--- src/rtl/mem_access_sequencer.sv ---
// X-Makina load/store sequencer: misaligned fault, PSW register access or handshaken bus cycle.
// Define MEM_TIMEOUT_EN to abort bus cycles that wait TIMEOUT_CYC cycles without mem_rdy_i.
module mem_access_sequencer #(
    parameter int              WORD        = 16,
    parameter logic [WORD-1:0] PSW_ADDR    = 16'hFFFC,
    parameter int              TIMEOUT_CYC = 64
) (
    input  logic            clk_i,
    input  logic            rst_n_i,
    input  logic            req_i,
    input  logic            we_i,
    input  logic            byteEn_i,
    input  logic [WORD-1:0] addr_i,
    input  logic [WORD-1:0] wdata_i,
    output logic            ack_o,
    output logic [WORD-1:0] rdata_o,
    output logic            fault_o,
    output logic [1:0]      faultCode_o,
    output logic            mem_req_o,
    output logic            mem_we_o,
    output logic [WORD-1:0] mem_addr_o,
    output logic [1:0]      mem_sel_o,
    output logic [WORD-1:0] mem_wdata_o,
    input  logic [WORD-1:0] mem_rdata_i,
    input  logic            mem_rdy_i,
    input  logic [WORD-1:0] psw_i,
    output logic            psw_we_o,
    output logic [WORD-1:0] psw_wdata_o
);

    typedef enum logic [1:0] {IDLE, BUS, PSW, DONE} state_t;

    state_t          state;
    state_t          state_next;

    logic            acc_we;
    logic            acc_byte;
    logic [WORD-1:0] acc_addr;
    logic [WORD-1:0] acc_wdata;
    logic [WORD-1:0] rdata;
    logic [1:0]      code;

    logic            misaligned_in;
    logic            bus_timeout;
    logic [WORD-1:0] bus_lane;
    logic [WORD-1:0] psw_rd;

    assign misaligned_in = !byteEn_i && addr_i[0];

    // Byte loads return the addressed lane zero-extended into the low byte.
    assign bus_lane = !acc_byte   ? mem_rdata_i :
                      acc_addr[0] ? {{(WORD-8){1'b0}}, mem_rdata_i[15:8]} :
                                    {{(WORD-8){1'b0}}, mem_rdata_i[7:0]};
    assign psw_rd   = acc_byte ? {{(WORD-8){1'b0}}, psw_i[7:0]} : psw_i;

`ifdef MEM_TIMEOUT_EN
    localparam int CW = $clog2(TIMEOUT_CYC + 1);

    logic [CW-1:0] wait_cnt;

    always_ff @(posedge clk_i or negedge rst_n_i) begin
        if (!rst_n_i) begin
            wait_cnt <= '0;
        end else if (state != BUS) begin
            wait_cnt <= '0;
        end else if (!mem_rdy_i) begin
            wait_cnt <= wait_cnt + CW'(1);
        end
    end

    // Fires in the last permitted wait cycle; a simultaneous mem_rdy_i still wins.
    assign bus_timeout = (state == BUS) && !mem_rdy_i && (wait_cnt == CW'(TIMEOUT_CYC - 1));
`else
    // No counter in this build; the compare keeps TIMEOUT_CYC referenced and folds to 0.
    assign bus_timeout = (TIMEOUT_CYC < 0);
`endif

    always_ff @(posedge clk_i or negedge rst_n_i) begin
        if (!rst_n_i) begin
            state <= IDLE;
        end else begin
            state <= state_next;
        end
    end

    always_ff @(posedge clk_i or negedge rst_n_i) begin
        if (!rst_n_i) begin
            acc_we    <= 1'b0;
            acc_byte  <= 1'b0;
            acc_addr  <= '0;
            acc_wdata <= '0;
            rdata     <= '0;
            code      <= 2'd0;
        end else begin
            case (state)
                IDLE: begin
                    if (req_i) begin
                        acc_we    <= we_i;
                        acc_byte  <= byteEn_i;
                        acc_addr  <= addr_i;
                        acc_wdata <= wdata_i;
                        rdata     <= '0;
                        code      <= misaligned_in ? 2'd1 : 2'd0;
                    end
                end
                PSW: begin
                    if (!acc_we) begin
                        rdata <= psw_rd;
                    end
                end
                BUS: begin
                    if (mem_rdy_i) begin
                        if (!acc_we) begin
                            rdata <= bus_lane;
                        end
                    end else if (bus_timeout) begin
                        code <= 2'd2;
                    end
                end
                default: begin
                end
            endcase
        end
    end

    always_comb begin
        state_next  = state;
        ack_o       = 1'b0;
        rdata_o     = '0;
        fault_o     = 1'b0;
        faultCode_o = 2'd0;
        mem_req_o   = 1'b0;
        mem_we_o    = 1'b0;
        mem_addr_o  = '0;
        mem_sel_o   = 2'd0;
        mem_wdata_o = '0;
        psw_we_o    = 1'b0;
        psw_wdata_o = '0;

        case (state)
            IDLE: begin
                // Misalignment is checked before the PSW address match.
                if (req_i) begin
                    if (misaligned_in) begin
                        state_next = DONE;
                    end else if (addr_i == PSW_ADDR) begin
                        state_next = PSW;
                    end else begin
                        state_next = BUS;
                    end
                end
            end
            BUS: begin
                mem_req_o  = 1'b1;
                mem_we_o   = acc_we;
                mem_addr_o = acc_addr;
                mem_sel_o  = acc_byte ? (acc_addr[0] ? 2'd2 : 2'd1) : 2'd3;
                if (acc_we) begin
                    mem_wdata_o = acc_byte ? {2{acc_wdata[7:0]}} : acc_wdata;
                end
                if (mem_rdy_i || bus_timeout) begin
                    state_next = DONE;
                end
            end
            PSW: begin
                psw_we_o = acc_we;
                if (acc_we) begin
                    psw_wdata_o = acc_byte ? {psw_i[15:8], acc_wdata[7:0]} : acc_wdata;
                end
                state_next = DONE;
            end
            DONE: begin
                ack_o       = 1'b1;
                rdata_o     = rdata;
                fault_o     = (code != 2'd0);
                faultCode_o = code;
                state_next  = IDLE;
            end
            default: begin
                state_next = IDLE;
            end
        endcase
    end

endmodule

--- config.mk ---
export PLATFORM = sky130hd
export DESIGN_NAME = mem_access_sequencer
export DESIGN_NICKNAME = d
export VERILOG_FILES = /design/src/rtl/mem_access_sequencer.sv
export SDC_FILE = /design/constraint.sdc
export NUM_CORES = 1
export LEC_CHECK = 0
export CAP_MARGIN = 5
export CORE_ASPECT_RATIO = 0.8
export CORE_MARGIN = 2
export CORE_UTILIZATION = 38
export CTS_BUF_LIST = sky130_fd_sc_hd__clkbuf_16
export DETAILED_ROUTE_END_ITERATION = 8
export PLACE_DENSITY = 0.77
export SKIP_LAST_GASP = 1
export SLEW_MARGIN = 20
export SYNTH_ARGS = -nofsm -noshare
export SYNTH_HDL_FRONTEND = slang
export SYNTH_SLANG_ARGS = --single-unit
export TNS_END_PERCENT = 50
--- constraint.sdc ---
create_clock -name clk_i -period 2.1 [get_ports clk_i]
set_input_delay 0.42 -clock clk_i [delete_from_list [all_inputs] [get_ports clk_i]]
set_output_delay 0.42 -clock clk_i [all_outputs]
set_load 0.005 [all_outputs]
---- After elaboration in Yosys (flattened, before gate mapping) ----
Cells that the tools add are included.
word-level totals
  register bits after elaboration ......... 54
  output and inout port bits .............. 73
  bits of input ports ..................... 70
operators by class
  reductions and logical operators ........ 8
  muxes and demuxes ....................... 31
  equal/unequal tests ..................... 8
operators by type and width
  cell                                                              count
  16-bit two-way mux                                                14
  16-bit case mux with 3 select lines                               1
  16-bit == test (second input constant)                            1
  2-bit two-way mux                                                 8
  8-bit two-way mux                                                 1
  2-bit != test (second input constant)                             4
  2-bit case mux with 4 select lines                                1
  1-bit two-way mux                                                 6
  5-bit AND reduction                                               1
  2-bit == test (second input constant)                             2
  2-bit AND reduction                                               2
  3-bit nonzero test                                                1
  2-bit by 1-bit == test with 1-bit output (second input constant)  1
  2-bit zero test                                                   1
  2-bit nonzero test                                                1
  1-bit logical AND                                                 1
  1-bit zero test                                                   1

---- Logic depth before layout (Yosys ltp) ----
Gate-level depths: netlist (run 1).
  depth after elaboration ................. 5
  depth in mapped cells ................... 8
  depth with buffers taken out ............ 5

---- Least setup slack after synthesis (run 1) ----
OpenSTA, ideal clock, no wires.
  path type ............................... reg-to-reg
  start point ............................. register state[1]
  end point ............................... register rdata[0]
  data arrival time ....................... 1.878 ns
  required time ........................... 1.979 ns
  stages on the path, launching flop included .. 9
  buffers on the path ..................... 3
  setup slack ............................. 0.102 ns
  cells stage by stage .................... dfrtp_1 inv_1 ha_1 buf_6 nor2b_1 buf_6 or4_4 buf_6 a22o_1
on the way
  word-level cells in the longest chain between the ends .. 3
  elaborated cells on any way between the ends .. 10
ends and longest elaborated chain
  item                                                                         line  RTL
  start, declared                                                              33    state_t state;
  start signal, assigned                                                       82    state <= state_next;
  2-bit == test (tied with other cells)                                        95    case (state)
  2-bit != test (no source line) / 3-bit nonzero test (equally long branches)  --
  5-bit AND reduction (no source line)                                         --
  end signal, assigned                                                         108   rdata <= psw_rd;
  end signal, assigned                                                         114   rdata <= bus_lane;
  end, declared                                                                40    logic [WORD-1:0] rdata;
Parallel ways exist; a longest one is shown, timed or not.
A chain may end at the register's enable or synchronous reset.

---- Final worst setup path (run 1) ----
  start point ............................. register state[0]
  end point ............................... output port psw_wdata_o[8]
on the way
  word-level cells in the longest chain between the ends .. 2
ends and longest elaborated chain
  item                line  RTL
  2-bit == test       140   case (state)
  16-bit two-way mux  140
  end, declared       28    output logic [WORD-1:0] psw_wdata_o
No other way between the ends.

==> results of run 1 <==
==> per-layer routing <==
layer / track usage (%) / up-vias / part of all wire, %
met5: 0 / - / 0
met4: 5.94 / 0 / 1.4
li1: - / 1405 / -
met1: 29.6 / 1470 / 44
met2: 38.4 / 124 / 48
met3: 5.68 / 15 / 6.4
==> worst paths after layout <==
check | to | cells after the start
setup / recovery | psw_wdata_o[8] | 5
hold / removal | rdata[4] | 1
setup reg to reg | rdata[1] | 6
hold reg to reg | rdata[0] | 1
max in group asynchronous | state[0] | 2
min in group clk_i | rdata[0] | 1
==> cell families (layout without fill, tap and decap cells) <==
logic type | Yosys count | after routing | synth area share (%)
and+or+nand+nor | 132 | 132 | 24.2
buffers and inverters | 31 | 190 | 5.08
muxes | 41 | 41 | 14.9
AOI/OAI and AO/OA | 47 | 47 | 10.5
other | 1 | 1 | 0.121
adders and majority gates | 6 | 6 | 2.42
DFF | 53 | 53 | 42.7
==> worst max-delay path, delay by kind of cell (launching register included) <==
kind                     cells  cell delay (ns)
flip-flops                   1             0.48
adder cells (fa/ha/maj)      1             0.16
buffers and inverters        2             0.61
AND/OR/NAND/NOR              1             0.10
AO/OA/AOI/OAI                1             0.16
==> cell type report <==
cell class,instances,area share [%]
timing repair buffer,178,34.8
clock inverter,3,0.342
clock buffer,5,2.44
multi-input combinational,227,33.5
tap,108,2.64
sequential,53,25.9
inverter,4,0.342
==> through the flow <==
step                      instances  hold WS [ns]  TNS, ns  utilization (%)
after floorplan                 311         0.124        0                -
after global placement          560         0.456  -0.0533             60.1
after detailed placement        560         0.459   -0.386             60.1
after CTS                       575         0.150    -5.66             63.9
after global routing            578         0.169    -6.20             64.8
final                           578         0.137    -3.12             64.8
==> power by group <==
| part | internal, µW | switching (µW) |
|---|---|---|
| Clock | 441 | 381 |
| Sequential | 1450 | 315 |
| Combinational | 2120 | 1700 |
| Total | 4010 | 2400 |
==> registers in the layout, indices dropped and copies added (netlist names) <==
signal and flops:
acc_we 1, acc_wdata 16, code 1, state 2, rdata 16, acc_addr 16
acc_byte 1
==> synthesized netlist by cell type (all sizes together), types with 4 or more instances <==
cell type	number	share of area (%)
dfrtp	53	43
mux2	41	15
nand2	37	4.5
and2	36	7.3
a21oi	16	2.6
and3	16	3.2
clkbuf	16	1.9
buf	11	2.7
nand2b	11	2.2
nand4	11	2.2
nor2	9	1.1
a22o	8	2.3
a22oi	8	1.9
o211ai	8	1.9
ha	6	2.4
inv	4	0.48
==> timing repair <==
| action | CTS | global route |
|---|---|---|
| gates cloned | 1 | 1 |
| resized for setup | 51 | 20 |
| pin swaps | 1 | 0 |
| setup endpoints to repair | 71 | 60 |
| hold endpoints to repair | 0 | 0 |
| setup buffers | 6 | 2 |
==> results.toml, run 1 <==
[pwr]
ir_worst_vdd_mv = 0.612
total_leakage_power_uw = 0.00251
powerDensity_nw_per_um2 = 1250
power.total_uw = 6400

[min_path]
hold_class = "input port to async pin"

[timing]
hold_viol = 0
skew_ns = 0.00642
min_period_over_period_pct = 105
worst_pin_slew_ns = 0.618
fin_ws_ns = -0.115
setup_viol = 45
timing.fmax_mhz = 451
rsz0062_at_grt = "true"
period_needed_ns = 2.22
maxSlewHeadroom_pct = 58.7
slew_viol_final = 0

[global_route]
grtUsageTotal_pct = 22.8
grt_start_max_net_pins = 32
overflow = 0
antenna_found_initial = 0
grt_first_pass_wirelength_um = 16300
grt_pass1_vias = 3215

[critical_path]
r2r_slack_ns = -0.04
start_kind = "flip-flop"
cp-end-kind = "primary output"
worst-path-max-fanout = 9
cpPeakStageDelay_ns = 0.52
cp.required_ns = 1.68
worstPathCellList = "inv_4 > ha_4 > nand2_4 > a21oi_1 > clkdlybuf4s50_1"
crit_start = "state[0]"
cpMaxStageDelayCell = "clkdlybuf4s50_1"
rr_startpoint = "state[0]"
worstPathArrival_ns = 1.80
worstSetupPathType = "flip-flop to primary output"

[final_layout]
n_antenna_cell = 0
final_common_cell = "clkdlybuf4s50_1"
multi_input_area_um2 = 1720
final_nets = 545
synthToLayoutAreaGrowth_pct = 65.2
fill_cells = 638
layout_common_cells = "101 x clkdlybuf4s50_1, 52 x dfrtp_1, 41 x mux2_2"
drive_gt1_share_pct = 23.2
register_area_um2 = 1330
final_area_um2 = 5130

[die]
coreArea_um2 = 7910
die_h_um = 84.8
rows = 29
die_w_um = 105
dieArea_um2 = 8910
io_pins = 143
initial_utilization_pct = 39.2

[yosys]
syn_inst = 311
synth_area_um2 = 3100
synth-edff-count = 0
synth.distinct_cells = 35
synth_area_per_cell_um2 = 9.98
yosys_warnings = 0
synth-seq-cells = 53
synth_flop_cell = "dfrtp_1"
synthArstFlopShare_pct = 100
mappedNetlistNets = 387
seq_area_frac_synth_pct = 42.7

[placement]
io_buffers = 141
dp_hpwl_um = 7250
dpl_cell_area_um2 = 4750
place.gp.congestion = 0.853
dp_slack_ns = -0.0509

[route]
vias = 3014
detail_route.first_pass.iterations = 5
drc = 0
avgViaCountPerCell = 5.21
ant_nets = 0
drtIter0Drc = 194
routedWlPerCell_um = 17.3
drt-total-wl_um = 9990

[outcome]
status = "finished, violations left"
violations = "negative setup slack"

[clock_network]
cts_tree = "built"
cts_max_path_buffers = 2
cts_hold_buf = 0
clkSinkCount = 53
clk_latency_ns = 0.29
numCtsBuffers = 5
cts.clk_slew.worst_paths_ns = 0.07
cts_root_buf = "clkbuf_16"
htree_levels = 2

[run]
max_cap_violations = 0
Power figures use the tool's default switching activity.
==> inputs of run 2 (changes only) <==
- CORE_UTILIZATION: 38 -> 41
- PLACE_DENSITY: 0.77 -> 0.79
- clock period: 2.1 -> 2.4 ns (I/O delays scaled with it)
==> run 2 against run 1 <==
The flow now finishes without violations. First-iteration DRC count shrank 45%. Sequential share of layout area grew 1.7 points. Critical endpoint is now psw_wdata_o[4]. Die area shrank 7.0%. Hold slack lost 0.017 ns. Final cell count shrank 6.6%. Final area shrank 6.0%. Core utilization grew 0.69 points. Clock skew shrank 0.0026 ns. Largest power group unchanged.
==> results.toml, run 2 (synthesis results as in run 1) <==
[critical_path]
worstSetupPathType = "flip-flop to primary output"
worstPathArrival_ns = 1.87
worst-path-max-fanout = 8
cp-end-kind = "primary output"
rr_startpoint = "state[0]"
worstPathCellList = "inv_2 > ha_4 > buf_4 > and3_1 > clkdlybuf4s50_1"
cpPeakStageDelay_ns = 0.50
start_kind = "flip-flop"
cp.depth = 5
worstReg2RegEnd = "rdata[1]"
worst_r2r_path_depth = 6
endpoint = "psw_wdata_o[4]"
cp_top_family = "buffers and inverters"
r2r_slack_ns = 0.27
cpMaxStageDelayCell = "clkdlybuf4s50_1"
cp_num_buf_inv = 3
cp.required_ns = 1.92
crit_start = "state[0]"

[route]
vias = 2913
drc = 0
routedWlPerCell_um = 17.9
detail_route.first_pass.iterations = 4
ant_nets = 0
drtIter0Drc = 107
drt-total-wl_um = 9650
avgViaCountPerCell = 5.39

[run]
max_cap_violations = 0

[clock_network]
cts.clk_slew.worst_paths_ns = 0.06
clk_latency_ns = 0.28
cts_root_buf = "clkbuf_16"
cts_tree = "built"
numCtsBuffers = 5
clkSinkCount = 53
htree_levels = 2
cts_max_path_buffers = 2

[final_layout]
final_nets = 526
drive_gt1_share_pct = 18.0
n_antenna_cell = 0
layout_common_cells = "139 x clkdlybuf4s50_1, 51 x dfrtp_1, 41 x mux2_2"
synthToLayoutAreaGrowth_pct = 55.3
fin_util_pct = 65.5
final_common_cell = "clkdlybuf4s50_1"
top_regs = "acc_addr (16), acc_wdata (16), rdata (16)"
final_area_um2 = 4820

[min_path]
hold_class = "input port to async pin"

[global_route]
grt_start_max_net_pins = 21
overflow = 0
grtUsageTotal_pct = 23.9
antenna_found_initial = 0
grt_first_pass_wirelength_um = 15400
grt_pass1_vias = 2968

[placement]
dp_slack_ns = 0.0708
place.gp.congestion = 0.828
io_buffers = 141
dpl_cell_area_um2 = 4620
dp_hpwl_um = 7410

[timing]
rsz0062_at_grt = "true"
hold_viol = 0
worst_pin_slew_ns = 0.693
setup_viol = 0
timing.fmax_mhz = 426
period_needed_ns = 2.35
min_period_over_period_pct = 97.9
skew_ns = 0.00381
hold_ws_ns = 0.120
fin_ws_ns = 0.0506
maxSlewHeadroom_pct = 53.7
slew_viol_final = 0

[die]
coreArea_um2 = 7360
die_h_um = 81.8
die_w_um = 101
rows = 28
initial_utilization_pct = 42.2
io_pins = 143
dieArea_um2 = 8280

[pwr]
total_leakage_power_uw = 0.00202
ir_worst_vdd_mv = 0.615
power.total_uw = 5220
powerDensity_nw_per_um2 = 1080

[outcome]
status = "completed"
-- run 2: changes by cell type in the layout (fill, tap and decap cells not counted), sizes merged --
cell,before,now
buf,37,19
bufbuf,1,0
clkdlybuf4s50,101,139
dlygate4sd2,26,1
dlymetal6s2s,13,0
inv,6,5
-- run 2: cell type report --
class | count | area (µm²)
sequential | 53 | 1330
multi-input combinational | 227 | 1670
inverter | 4 | 15.0
fill | 595 | 2540
clock buffer | 5 | 125
tap | 90 | 113
timing repair buffer | 159 | 1560
clock inverter | 2 | 7.51
-- run 2: how the worst min path moves through the flow --
stage / from / to / slack [ns] / depth (start not counted)
floorplan: rst_n_i / acc_addr[0] / 0.18 / 0
detailed placement: rst_n_i / acc_addr[1] / 0.43 / 1
global placement: rst_n_i / acc_addr[6] / 0.42 / 1
CTS: rst_n_i / acc_addr[1] / 0.13 / 1
finish: rst_n_i / acc_addr[1] / 0.12 / 1
global route: rst_n_i / acc_addr[1] / 0.15 / 1
-- run 2: worst register-to-register path: stages, from the launching register on --
cell	delay, ns
dfrtp_2	0.46
inv_2	0.09
ha_4	0.19
buf_4	0.20
o21a_4	0.24
or4_4	0.58
a22o_1	0.26
-- run 2: timing repair --
| item | in CTS | in global routing |
|---|---|---|
| hold buffers | 0 | 0 |
| endpoints found under the setup margin | 61 | 40 |
| gates resized for setup | 12 | 6 |
| setup buffers | 0 | 1 |
-- run 2: report_power, final --
part	switching (µW)	internal [µW]	total, µW	leakage [µW]
Sequential	306	1270	1570	0.000656
Combinational	1340	1640	2990	0.00129
Clock	288	373	662	0.0000685
-- run 2: through the flow --
step / std cells / setup TNS, ns
after floorplan: 311 / 0
after global placement: 532 / 0
after detailed placement: 532 / 0
after CTS: 539 / -0.136
after global routing: 540 / -0.226
final: 540 / 0
-- run 2: metal layers --
metal  track usage (%)  wire length [µm]  up-vias  share of wire (%)
met4              5.68               153        0                1.6
met5                 0                 0        -                  0
met3              6.55               808       15                8.4
met1              30.6              4150     1393                 43
li1                  -                 -     1365                  -
met2              40.7              4540      140                 47
==> inputs of run 3 (changes only) <==
==> constraint.sdc (replaced) <==
create_clock -name clk_i -period 2.4 [get_ports clk_i]
set_input_delay 0.24 -clock clk_i [delete_from_list [all_inputs] [get_ports clk_i]]
set_output_delay 0.24 -clock clk_i [all_outputs]
set_load 0.005 [all_outputs]
==> run 3 against run 2 <==
Sequential power about the same. Combinational power down 6%. Fmax is 0.96% higher. Critical path type unchanged. Final cell count fell by 0.93%. Die area is the same. Non-clock buffer count down 6. Clock power grew 4.8%. Core utilization is 0.99 points lower. Global-route usage down 0.34 points. Routed wire length rose by 0.13%. Total power is 2.3% lower. Final area down 1.5%.
==> results.toml, run 3 (synthesis results as in run 1) <==
[outcome]
status = "completed"

[placement]
dp_hpwl_um = 7390
io_buffers = 141
dp_slack_ns = 0.272
place.gp.congestion = 0.872

[timing]
setup_viol = 0
maxSlewHeadroom_pct = 56.3
worst_pin_slew_ns = 0.654
skew_ns = 0.00264
slew_viol_final = 0
min_period_over_period_pct = 97.0
hold_ws_ns = 0.468
tns_ns = 0
rsz0062_at_grt = "true"
period_needed_ns = 2.33
fin_ws_ns = 0.0730
timing.fmax_mhz = 430
hold_viol = 0

[final_layout]
final_nets = 520
drive_gt1_share_pct = 16.6
layout_common_cells = "139 x clkdlybuf4s50_1, 52 x dfrtp_1, 41 x mux2_2"
top_regs = "acc_addr (16), acc_wdata (16), rdata (16)"
final_common_cell = "clkdlybuf4s50_1"
n_antenna_cell = 0
fin_util_pct = 64.5
synthToLayoutAreaGrowth_pct = 52.9

[route]
vias = 2885
routedWlPerCell_um = 18.1
drt-total-wl_um = 9670
avgViaCountPerCell = 5.39
drtIter0Drc = 129
drc = 0
ant_nets = 0
detail_route.first_pass.iterations = 4

[global_route]
grtUsageTotal_pct = 23.6
antenna_found_initial = 0
grt_pass1_vias = 2952
grt_first_pass_wirelength_um = 15200
grt_start_max_net_pins = 34
overflow = 0

[clock_network]
clkSinkCount = 53
cts_max_path_buffers = 2
cts.clk_slew.worst_paths_ns = 0.07
cts_root_buf = "clkbuf_16"
cts_tree = "built"
clk_latency_ns = 0.29
htree_levels = 2
numCtsBuffers = 5

[critical_path]
cp-end-kind = "primary output"
worst_r2r_path_depth = 5
worstSetupPathType = "flip-flop to primary output"
worst-path-max-fanout = 9
cp_top_family = "buffers and inverters"
rr_startpoint = "state[1]"
worstPathCellList = "inv_1 > ha_2 > buf_4 > nand2_4 > a21oi_1 > clkdlybuf4s50_1"
start_kind = "flip-flop"
worstReg2RegEnd = "rdata[11]"
r2r_slack_ns = 0.33
cpPeakStageDelay_ns = 0.54
cp_num_buf_inv = 3
cpMaxStageDelayCell = "clkdlybuf4s50_1"
worstPathArrival_ns = 2.09
cp.required_ns = 2.16

[die]
coreArea_um2 = 7360
rows = 28
dieArea_um2 = 8280
die_w_um = 101
die_h_um = 81.8
io_pins = 143
initial_utilization_pct = 42.2

[pwr]
ir_worst_vdd_mv = 0.584
total_leakage_power_uw = 0.00200
powerDensity_nw_per_um2 = 1070

[run]
max_cap_violations = 0

[min_path]
hold_class = "input port to async pin"
run 3: power breakdown:
part	leakage [µW]	internal, µW	switching [µW]	total (µW)
sequential	0.000657	1270	321	1590
clock	0.0000696	383	311	694
combinational	0.00127	1520	1300	2820
run 3: area by class of cell:
type | count | area, µm²
Multi-Input combinational cell | 227 | 1650
Clock inverter | 3 | 17.5
Clock buffer | 5 | 125
Inverter | 4 | 15.0
Sequential cell | 53 | 1330
Tap cell | 90 | 113
Timing Repair Buffer | 153 | 1500
Fill cell | 601 | 2610
run 3: what timing repair did:
action,4_1_cts,5_1_grt
buffers inserted,0,0
hold buffers,1,0
gates cloned,0,0
hold endpoints to repair,20,0
gates resized for setup,1,9
endpoints found under the setup margin,5,14
run 3: routing by layer:
metal	track usage, %	part of all wire (%)	vias to the layer above
met5	0	0	-
met4	6.35	0.92	0
met3	5.96	7.5	8
met2	39.3	48	109
met1	30.9	43	1412
li1	-	-	1356
run 3: metrics by stage:
stage	power (µW)	area, µm²	instances
floorplan	3200	3100	311
global placement	4290	4560	526
detailed placement	4370	4560	526
CTS	5090	4720	535
global route	5460	4750	535
finish	5100	4750	535
run 3: worst max-delay path by stage:
stage / startpoint / end / slack [ns] / cells after the start
floorplan: state[1] / rdata[0] / 0.40 / 8
global placement: state[0] / psw_wdata_o[13] / 0.34 / 6
detailed placement: state[0] / psw_wdata_o[13] / 0.27 / 6
CTS: state[0] / psw_wdata_o[13] / 0.007 / 6
global route: state[1] / mem_sel_o[0] / -0.03 / 5
finish: state[0] / psw_wdata_o[14] / 0.07 / 6
